`src/rtl/rf_write_arbiter.sv`:
```
// rf_write_arbiter: round-robin arbiter for the register bank write port, with a pending-write scoreboard.
// Optional macro RF_WRITE_BYPASS_EN adds write-to-read bypass outputs.
module rf_write_arbiter #(
   parameter int DATA_W = 32,
   parameter int ADDR_W = 5
) (
   input  logic                     clk,
   input  logic                     rst_n,
   input  logic                     hold,
   input  logic                     req0_valid,
   output logic                     req0_ready,
   input  logic [ADDR_W-1:0]        req0_addr,
   input  logic [DATA_W-1:0]        req0_data,
   input  logic                     req1_valid,
   output logic                     req1_ready,
   input  logic [ADDR_W-1:0]        req1_addr,
   input  logic [DATA_W-1:0]        req1_data,
   output logic                     wr_en,
   output logic [ADDR_W-1:0]        wr_addr,
   output logic [DATA_W-1:0]        wr_data,
   input  logic [ADDR_W-1:0]        rd_addr1,
   input  logic [ADDR_W-1:0]        rd_addr2,
   output logic                     stall1,
   output logic                     stall2,
   output logic [(1<<ADDR_W)-1:0]   busy_vec
`ifdef RF_WRITE_BYPASS_EN
   ,
   output logic                     byp1_valid,
   output logic [DATA_W-1:0]        byp1_data,
   output logic                     byp2_valid,
   output logic [DATA_W-1:0]        byp2_data
`endif
);
   localparam int NB = 1 << ADDR_W;

   logic              rr;
   logic              hs;
   logic              new_wr;
   logic [ADDR_W-1:0] g_addr;
   logic [DATA_W-1:0] g_data;
   logic [NB-1:0]     set_vec;
   logic [NB-1:0]     clr_vec;

   // rr=0 favours req0 on contention, rr=1 favours req1
   assign req0_ready = rst_n & ~hold & req0_valid & (~req1_valid | ~rr);
   assign req1_ready = rst_n & ~hold & req1_valid & (~req0_valid | rr);
   assign hs         = req0_ready | req1_ready;
   assign g_addr     = req1_ready ? req1_addr : req0_addr;
   assign g_data     = req1_ready ? req1_data : req0_data;
   // writes to register 0 are accepted but discarded
   assign new_wr     = hs && g_addr != '0;
   assign set_vec    = new_wr ? (NB'(1) << g_addr) : '0;
   assign clr_vec    = wr_en ? (NB'(1) << wr_addr) : '0;

`ifdef RF_WRITE_BYPASS_EN
   assign byp1_valid = wr_en && wr_addr == rd_addr1 && rd_addr1 != '0;
   assign byp2_valid = wr_en && wr_addr == rd_addr2 && rd_addr2 != '0;
   assign byp1_data  = wr_data;
   assign byp2_data  = wr_data;
   assign stall1     = busy_vec[rd_addr1] && rd_addr1 != '0 && !byp1_valid;
   assign stall2     = busy_vec[rd_addr2] && rd_addr2 != '0 && !byp2_valid;
`else
   assign stall1     = busy_vec[rd_addr1] && rd_addr1 != '0;
   assign stall2     = busy_vec[rd_addr2] && rd_addr2 != '0;
`endif

   always_ff @(posedge clk or negedge rst_n) begin
      if (!rst_n) begin
         rr       <= 1'b0;
         wr_en    <= 1'b0;
         wr_addr  <= '0;
         wr_data  <= '0;
         busy_vec <= '0;
      end else begin
         if (hs) rr <= req0_ready;
         wr_en <= new_wr;
         if (new_wr) begin
            wr_addr <= g_addr;
            wr_data <= g_data;
         end
         // set wins over a same-cycle clear of the same bit
         busy_vec <= (busy_vec & ~clr_vec) | set_vec;
      end
   end
endmodule

```
`config.mk`:
```
export PLATFORM = sky130hd
export DESIGN_NAME = rf_write_arbiter
export DESIGN_NICKNAME = d
export VERILOG_FILES = /design/src/rtl/rf_write_arbiter.sv
export SDC_FILE = /design/constraint.sdc
export NUM_CORES = 1
export LEC_CHECK = 0
export ABC_CLOCK_PERIOD_IN_PS = 1950
export BUFFER_PORTS_ARGS = -buffer_cell sky130_fd_sc_hd__buf_4
export CORE_AREA = 2 2 128 117
export CTS_CLUSTER_DIAMETER = 120
export DETAILED_ROUTE_END_ITERATION = 7
export DIE_AREA = 0 0 130 119
export SLEW_MARGIN = 10
export SYNTH_ARGS = -nofsm -noshare
export SYNTH_HDL_FRONTEND = slang
export SYNTH_SLANG_ARGS = --single-unit
```
`constraint.sdc`:
```
create_clock -name clk -period 1.95 [get_ports clk]
set_input_delay 0.2925 -clock clk [delete_from_list [all_inputs] [get_ports clk]]
set_output_delay 0.2925 -clock clk [all_outputs]
set_load 0.005 [all_outputs]
```
==> results by stage, run 1 <==
Die:
- The starting density of the core is 0.291.
- The floorplan has 42 rows.
- The die is 130 um wide.
- The number of I/O pins is 163.
- The chip height is 119 um.
- The floorplan step defined a die boundary enclosing 15,500 sq um.
- The core region area is 14,300 sq um.

Cells and area:
- The repair_antennas step left the layout with diodes totalling 0.
- Of the cells placed in the final design, the portion with a size suffix greater than 1 is 0.558.
- The most common cell after layout, fill and taps aside is sky130_fd_sc_hd__buf_4.
- The filler cells instantiated in the layout total between 1,000 and 1,500.
- The total number of nets in the final design is 613.
- The growth of design area from synthesis to finish is 45.0%.
- In the layout the commonest cells are sky130_fd_sc_hd__buf_4 (178), sky130_fd_sc_hd__dfrtp_1 (71), sky130_fd_sc_hd__o21ai_0 (64).

Worst setup path:
- In this run the register-to-register setup slack is 80 ps.
- On the critical path, the stage with the largest delay is an instance of sky130_fd_sc_hd__mux4_2.
- The cell count of the worst reg-to-reg path is 7.
- The worst-path maximum fanout is 4.
- Grouping stages by cell kind, the critical path spends the most delay in multiplexers.
- The largest stage delay on the critical path is 480 ps.
- The class of the most critical setup path is reg -> out.
- The kind of launch point of the worst setup path is a flip-flop.
- The required time at the worst-slack endpoint is 1660 ps.
- Together, buffers and inverters on the worst path number 1.
- The worst register-to-register path begins at rr$_DFFE_PN0P_.
- The endpoint arrival time on the critical path is ~1800 ps.
- Walking the worst path, the cells encountered are mux4_2, mux2_4, nand2_2, a32oi_2, buf_4.
- The type of destination of the critical path is a primary output.
- In this run the critical register-to-register path is captured at wr_data[2]$_DFFE_PN0P_.

Global routing:
- The final global-route overflow total is 0.
- The via count of the first global-routing pass was 3,585.
- The initial antenna violation count is 0.
- In the global route stage, overall resource usage came out at 0.160.
- The largest net degree at the start of global routing is between 70 and 80.
- The wire length of the first global-routing pass is 19.1 mm.

STA:
- Setup repair after global routing could not meet its margin everywhere.
- At the pin with the least slew margin, the transition time is 879 ps.
- The smallest setup slack after layout is -162 ps.
- The worst hold margin is about 290 ps.
- The period utilization is 1.08.
- The headroom to the max-slew limit is 0.414.
- The final worst clock skew is 4.27 ps.
- The worst path in the final design needs a cycle of 2110 ps, including I/O delays and setup.
- The count of endpoints failing hold in the final timing report is 0.
- The max-slew violation count is 0.
- Setup total negative slack on the finished layout was measured at -315 ps.
- The highest attainable clock frequency is approximately 470 MHz.
- Setup violations remaining at the end of the flow were counted as 2.

Run:
- The tool flagged a number of max-cap violations equal to 0.

Clock network:
- The root cell of the clock tree is sky130_fd_sc_hd__clkbuf_16.
- The H-tree was split into 3 levels.
- The TritonCTS clock tree is built.
- The register clock-pin slew on the reported worst setup and hold paths is about 60 ps.
- The TritonCTS buffer count is 9.
- CTS saw 71 sinks.
- The clock network latency to the later pin of the worst-skew pair is roughly 330 ps.
- The maximum clock path buffer count is 2.

Synth:
- The fraction of synthesis flops using an asynchronous set or reset pin is 1.00.
- The count of cell types in the netlist is between 40 and 50.
- The flop and latch count out of synthesis is 71.
- The commonest register cell after synthesis is sky130_fd_sc_hd__dfrtp_1.
- After synthesis the cells add up to 4170 sq um.
- The mean cell area of the mapped netlist is around 12 sq um.
- Yosys printed 0 warnings.
- The number of nets in the synthesized netlist is 442.
- The number of standard cells after synthesis is 353.
- The number of enable flip-flop cells after synthesis is 0.
- Of the synthesized area, sequential elements account for 0.426.

Power:
- The clock group share of total power is 0.274.
- The reported net switching power is 1.85 mW.
- Cell internal power was estimated by the tool at 4.14 mW.
- The worst-case vdd ir drop is 0.331 mV.
- The switching fraction of total power is 0.309.
- The final total power is 5.99 mW.
- For this design the static power due to leakage is 2.63 nW.
- Of the total power, combinational logic draws 0.331.
- Dividing total power by cell area gives a power density of 991 nW/um^2.
- The part of the power in registers is 0.395.

Run status:
- The run finished, with violations left.
- The final reports fail on negative setup slack.

Hold path:
- The tightest min-delay check is of the in -> async type.

Route:
- The post-detailed-route via-to-cell ratio is 4.96.
- The count of nets left with antenna violations after detail routing is 0.
- The number of detailed-route iterations in the first pass is 4.
- The detailed router finished its first iteration with 127 violations.
- Summing over every cut layer, the via total after detailed routing is 3,608.
- After detailed routing, the average wire length per cell comes to 17.1 um.
- The routed wire length is 12.4 mm.
- For this run, design rule violations remaining after detail routing come to 0.

Place:
- The total half-perimeter wirelength after legalization and detailed placement is 9.37 mm.
- The number of buffers inserted by port buffering is 162.
- The pre-CTS worst setup slack is -36.2 ps.
- The final estimated routing congestion in global placement is 0.804.
## flip-flops by register name, summed over array words and instances (netlist names)
signal and cells:
busy_vec 32, rr 1, wr_en 1, wr_addr 5, wr_data 32
## cells by family (layout without fill, tap and decap cells)
family | after synthesis | in the layout | synth area share
AOI/OAI and AO/OA | 93 | 93 | 0.139
buffers and inverters | 29 | 205 | 0.0342
DFF | 71 | 71 | 0.426
muxes | 97 | 97 | 0.317
and+or+nand+nor | 63 | 63 | 0.0837
## metal layers
layer / part of all wire / track usage / vias to the layer above
li1: - / - / 1670
met1: 0.44 / 0.213 / 1747
met2: 0.47 / 0.253 / 180
met3: 0.084 / 0.0454 / 11
met4: 0.012 / 0.0470 / 0
met5: 0 / 0 / -
## power by group through the flow
stage / clock [mW] / combinational [mW] / sequential [mW]
2_1_floorplan: 0 / 0.913 / 2.24
3_3_place_gp: 0 / 1.92 / 2.35
6_report: 1.65 / 1.98 / 2.36
5_1_grt: 1.75 / 2.17 / 2.43
3_5_place_dp: 0 / 1.97 / 2.37
4_1_cts: 1.68 / 1.98 / 2.36
## final cells by class
cell class                      count  area, sq um  share of cell area
Multi-Input combinational cell    253         2280               0.378
Sequential cell                    71         1780               0.294
Timing Repair Buffer              182         1410               0.234
Tap cell                          198          248              0.0410
Clock buffer                        9          225              0.0373
Clock inverter                      7         72.6              0.0120
Inverter                            7         26.3             0.00435
## how the worst max path moves through the flow
stage,startpoint,end,slack (ps),cells after the start
floorplan,rr$_DFFE_PN0P_,wr_data[10]$_DFFE_PN0P_,8,6
global placement,rst_n,wr_data[31]$_DFFE_PN0P_,-10,7
detailed placement,req0_addr[0],wr_data[18]$_DFFE_PN0P_,-40,6
CTS,busy_vec[31]$_DFF_PN0_,stall1,-170,5
global route,busy_vec[31]$_DFF_PN0_,stall1,-230,5
finish,busy_vec[31]$_DFF_PN0_,stall1,-160,5
## worst register-to-register path, stage by stage (launching register included)
cell and delay, ps:
sky130_fd_sc_hd__dfrtp_1 400, sky130_fd_sc_hd__nand2b_4 190, sky130_fd_sc_hd__nand3_4 120, sky130_fd_sc_hd__inv_2 60, sky130_fd_sc_hd__a311oi_4 320, sky130_fd_sc_hd__buf_6 170
sky130_fd_sc_hd__buf_12 160, sky130_fd_sc_hd__mux2_2 350
## cells in the mapped netlist, types with 2 or more instances
library cell,instances,area [sq um]
sky130_fd_sc_hd__nand4_1,2,12.5
sky130_fd_sc_hd__inv_1,6,22.5
sky130_fd_sc_hd__nand3_1,7,35.0
sky130_fd_sc_hd__o21ai_0,65,325
sky130_fd_sc_hd__a31oi_1,6,37.5
sky130_fd_sc_hd__a311oi_4,2,52.6
sky130_fd_sc_hd__and4_1,2,17.5
sky130_fd_sc_hd__buf_2,3,15.0
sky130_fd_sc_hd__nor2_1,11,41.3
sky130_fd_sc_hd__nand2_1,12,45.0
sky130_fd_sc_hd__mux4_2,12,270
sky130_fd_sc_hd__o211ai_1,3,22.5
sky130_fd_sc_hd__nand3b_1,2,15.0
sky130_fd_sc_hd__nor3b_1,4,30.0
sky130_fd_sc_hd__mux2_2,47,529
sky130_fd_sc_hd__mux2i_1,10,100
sky130_fd_sc_hd__nor4_1,2,12.5
sky130_fd_sc_hd__a32oi_1,2,17.5
sky130_fd_sc_hd__mux2_4,28,420
sky130_fd_sc_hd__clkbuf_1,14,52.6
sky130_fd_sc_hd__a22oi_1,3,22.5
sky130_fd_sc_hd__nor2b_1,7,43.8
sky130_fd_sc_hd__nor3_1,2,10.0
sky130_fd_sc_hd__nand2b_1,7,43.8
sky130_fd_sc_hd__buf_6,4,45.0
sky130_fd_sc_hd__dfrtp_1,71,1780
sky130_fd_sc_hd__a221o_1,2,20.0
## timing repair
item                                    CTS  global route
hold buffers                              0             0
cloned                                    0             1
setup buffers                             0             1
pin swaps                                 4             1
resized for setup                         2             5
endpoints found under the setup margin    2             7
## stage by stage
stage | cells | area [sq um] | util
floorplan | 353 | 4180 | -
global placement | 709 | 5690 | 0.396
detailed placement | 709 | 5690 | 0.396
CTS | 725 | 5990 | 0.418
global route | 727 | 6050 | 0.421
finish | 727 | 6050 | 0.421
(Power assumes the default switching activity.)
==> inputs of run 2 (changes only) <==
- ABC_AREA: default -> 1
- CORE_AREA: 2 2 128 117 -> 2 2 130 119
- DIE_AREA: 0 0 130 119 -> 0 0 132 121
==> run 2 against run 1 <==
Effect of this change: the flow now finishes without violations; sequential power barely moved; combinational power up 4%; non-clock buffer count is the same; global-route usage increased by 1.9 points; highest routed layer unchanged; first-iteration DRC count up 45%; synthesized area grew 3.4%; clock power about the same; routed wire length increased by 13%; worst setup slack better by 260 ps.
==> results by stage, run 2 <==
Clock network:
- The number of H-tree levels is 3 (unchanged).
- The register clock-pin slew on the reported worst setup and hold paths was 50 ps (about the same).
- The clock sink total came to 71 (unchanged).
- TritonCTS built the clock tree.
- The clock network latency to the later pin of the worst-skew pair is 330 ps (about the same).
- The maximum clock path buffer count is 2 (unchanged).
- The root cell of the clock tree is sky130_fd_sc_hd__clkbuf_16.
- The TritonCTS buffer count was 9 (unchanged).

Worst setup path:
- STA classifies the critical path startpoint as a flip-flop.
- The worst setup path is captured at a primary output.
- The required time at the worst-slack endpoint was 1660 ps (about the same).
- The worst-path maximum fanout is 33 (+29).
- The critical path is of the reg -> out type.
- The endpoint arrival time on the critical path came to 1550 ps (-270 ps).

Synth:
- By count the netlist is led by sky130_fd_sc_hd__nand2_1 (256), sky130_fd_sc_hd__nand3_1 (73), sky130_fd_sc_hd__dfrtp_1 (71).
- The fraction of synthesis flops using an asynchronous set or reset pin came to 1.00 (unchanged).
- The compound-cell area share of the yosys netlist is 0.135 (-0.00453).
- The number of nets in the synthesized netlist is 719 (+63%).
- The number of standard cells after synthesis is 630 (+78%).
- The biggest area contributor in the post-synthesis netlist is sky130_fd_sc_hd__dfrtp_1.
- The post-synthesis simple-gate area fraction came to 0.368 (+0.284).
- The post-synthesis instance area is 4310 sq um (+3.4%).
- The mean cell area of the mapped netlist was 6.84 sq um (-42%).
- Sorting the synthesized cells by area gives the leading types as sky130_fd_sc_hd__dfrtp_1 (41%), sky130_fd_sc_hd__nand2_1 (22%), sky130_fd_sc_hd__nand3_1 (8.5%).
- The count of cell types in the netlist is 28 (-36%).
- Among all cell types in the netlist, the one instantiated most often is sky130_fd_sc_hd__nand2_1.
- The number of enable flip-flop cells after synthesis was 0 (unchanged).
- The proportion of synthesized area in mux cells was 0 (-0.317).
- By area, the combinational part of the netlist is dominated by simple AND/OR/NAND/NOR gates.
- The flop and latch count out of synthesis came to 71 (unchanged).
- The share of Yosys cell area claimed by the top area cell type is 0.412 (-0.0139).
- The share of synthesized area occupied by flip-flops and latches is 0.412 (-0.0139).
- The adder-cell share of the synthesized area is 0 (unchanged).
- The most used flip-flop cell after synthesis is sky130_fd_sc_hd__dfrtp_1.
- The count of warnings emitted by yosys came to 0 (unchanged).
- The parity-gate share of the synthesized area counting xor and xnor cells is 0 (unchanged).

Route:
- The post-detailed-route wirelength per cell is 14.2 um (-17%).
- The post-detailed-route via-to-cell ratio was 4.72 (-4.8%).
- The number of DRC markers after the initial detailed-route iteration was 184 (+45%).
- The routed wire length is 14.0 mm (+13%).
- The count of nets left with antenna violations after detail routing came to 0 (unchanged).
- The DRC violation count after routing is 0 (unchanged).
- The number of detailed-route iterations in the first pass was 4 (unchanged).
- The detailed-route via count is 4,677 (+30%).

Power:
- The power per standard cell area is 996 nW/um^2 (+0.43%).
- The leakage power is 3.10 nW (+18%).
- The final total power is 6.05 mW (+0.99%).
- The worst-case vdd ir drop came to 0.354 mV (+7.1%).

Place:
- The final estimated routing congestion in global placement is 0.877 (+9.0%).
- The instance area after placement is 5710 sq um (+0.44%).
- The total half-perimeter wirelength after legalization and detailed placement came to 10.8 mm (+15%).
- The number of buffers inserted by port buffering came to 162 (unchanged).

Global routing:
- The largest net degree at the start of global routing is 45 (-38%).
- The all-layer global routing usage came to 0.179 (+0.0190).
- The initial antenna violation count is 0 (unchanged).
- The via count of the first global-routing pass is 4,454 (+24%).
- The wire length of the first global-routing pass came to 22.8 mm (+19%).
- The final global-route overflow total is 0 (unchanged).

Die:
- The number of I/O pins is 163 (unchanged).
- The chip height is 121 um (+1.7%).
- The starting density of the core came to 0.296 (+0.00543).
- The core region area is 14,600 sq um (+1.5%).
- The number of rows in the core area is 42 (unchanged).
- The full die area is 16,000 sq um (+3.2%).
- The x dimension of the die is 132 um (+1.5%).

Cells and area:
- The library cell used most frequently in the layout, excluding fill and tap cells, is sky130_fd_sc_hd__nand2_1.
- The largest registers in the layout are busy_vec x32, wr_data x32, wr_addr x5.
- The fraction of layout instances using a drive strength above 1 is 0.264 (-0.294).
- The library cells used most frequently in the layout, excluding fill and tap cells, are sky130_fd_sc_hd__nand2_1 (255), sky130_fd_sc_hd__buf_4 (176), sky130_fd_sc_hd__nand3_1 (73).
- The area taken by flip-flops and latches is 1780 sq um (about the same).
- The total number of nets in the final design is 876 (+43%).
- The post-route cell area is 6080 sq um (+0.56%).
- The growth of design area from synthesis to finish is 41.1%.
- The number of filler cells placed in the layout is 1,562 (+14%).
- The area taken by multi-input logic gates is 2180 sq um (-4.8%).
- The total inserted antenna cells is 0 (unchanged).

Run:
- The count of max-cap constraint violations is 0 (unchanged).

STA:
- The highest attainable clock frequency is 541 MHz (+14%).
- The number of endpoints failing setup at the final stage is 0 (-2).
- The count of endpoints failing hold in the final timing report came to 0 (unchanged).
- The headroom to the max-slew limit was 0.626 (+0.211).
- The post-route minimum period is 1850 ps (-265 ps).
- Setup repair after global routing could not meet its margin everywhere.
- The period utilization is 0.947 (-0.136).
- The max-slew violation count is 0 (unchanged).
- The transition time of the tightest slew-check pin is 562 ps (-317 ps).
- The final worst clock skew is 3.03 ps (-1.24 ps).

Run status:
- The flow ran to the end, and the final reports show no timing, DRC or antenna violations.

Hold path:
- The type of the worst min-delay path is in -> async.
==> run 2: final timing paths <==
check | start | endpoint | slack [ps] | cells past startpoint
worst max register to register | rr$_DFFE_PN0P_ | wr_data[22]$_DFFE_PN0P_ | 180 | 11
worst max-delay path | rr$_DFFE_PN0P_ | req1_ready | 100 | 6
worst min register to register | wr_data[7]$_DFFE_PN0P_ | wr_data[7]$_DFFE_PN0P_ | 470 | 2
max in group asynchronous | rst_n | busy_vec[6]$_DFF_PN0_ | 1130 | 3
min in group clk | req1_data[7] | wr_data[7]$_DFFE_PN0P_ | 280 | 5
worst min-delay path | rst_n | wr_data[0]$_DFFE_PN0P_ | 60 | 2
==> run 2: critical path, cell delays in order, from the launching register on <==
cell	delay (ps)
sky130_fd_sc_hd__dfrtp_1	360
sky130_fd_sc_hd__inv_2	50
sky130_fd_sc_hd__nand2_2	130
sky130_fd_sc_hd__nand2_1	110
sky130_fd_sc_hd__nor2_4	210
sky130_fd_sc_hd__buf_12	210
sky130_fd_sc_hd__buf_4	140
==> run 2: cells by family (layout without fill, tap and decap cells) <==
family | count (synthesis) | after routing
AO/OA/AOI/OAI | 102 | 102
buffers and inverters | 82 | 244
flip-flops | 71 | 71
AND/OR/NAND/NOR | 375 | 375
==> run 2: per-stage QoR <==
stage / TNS [ps] / hold slack, ps / std cells / setup slack [ps] / util
floorplan: 0 / -3.09 / 630 / 423 / -
global placement: 0 / 342 / 968 / 182 / 0.392
detailed placement: 0 / 343 / 968 / 108 / 0.392
CTS: 0 / 87.7 / 985 / 24.6 / 0.414
global route: -48.0 / 135 / 990 / -23.7 / 0.418
finish: 0 / 59.6 / 990 / 103 / 0.418
==> run 2: power by group <==
group          switching [mW]  internal [mW]
logic                   0.980           1.07
clock network           0.601           1.02
registers               0.473           1.91
total                    2.05           4.00
==> run 2: cell type report <==
type                       count  area share
inverter                      46      0.0284
timing repair buffer         182       0.233
multi-input combinational    477       0.358
clock inverter                 4     0.00741
tap                          198      0.0407
clock buffer                  12      0.0405
sequential                    71       0.292
==> run 2: metal layers <==
layer / GRT usage / part of all wire / wire [um]
met1: 0.236 / 0.46 / 6420
met2: 0.282 / 0.44 / 6120
met3: 0.0510 / 0.090 / 1270
met4: 0.0625 / 0.016 / 219
met5: 0 / 0 / 0
==> run 2: timing repair <==
item,CTS,global route
endpoints found under the setup margin,1,50
pin swaps,0,2
gates resized for setup,2,8
setup buffers,0,5
hold endpoints to repair,27,0
hold buffers,1,0
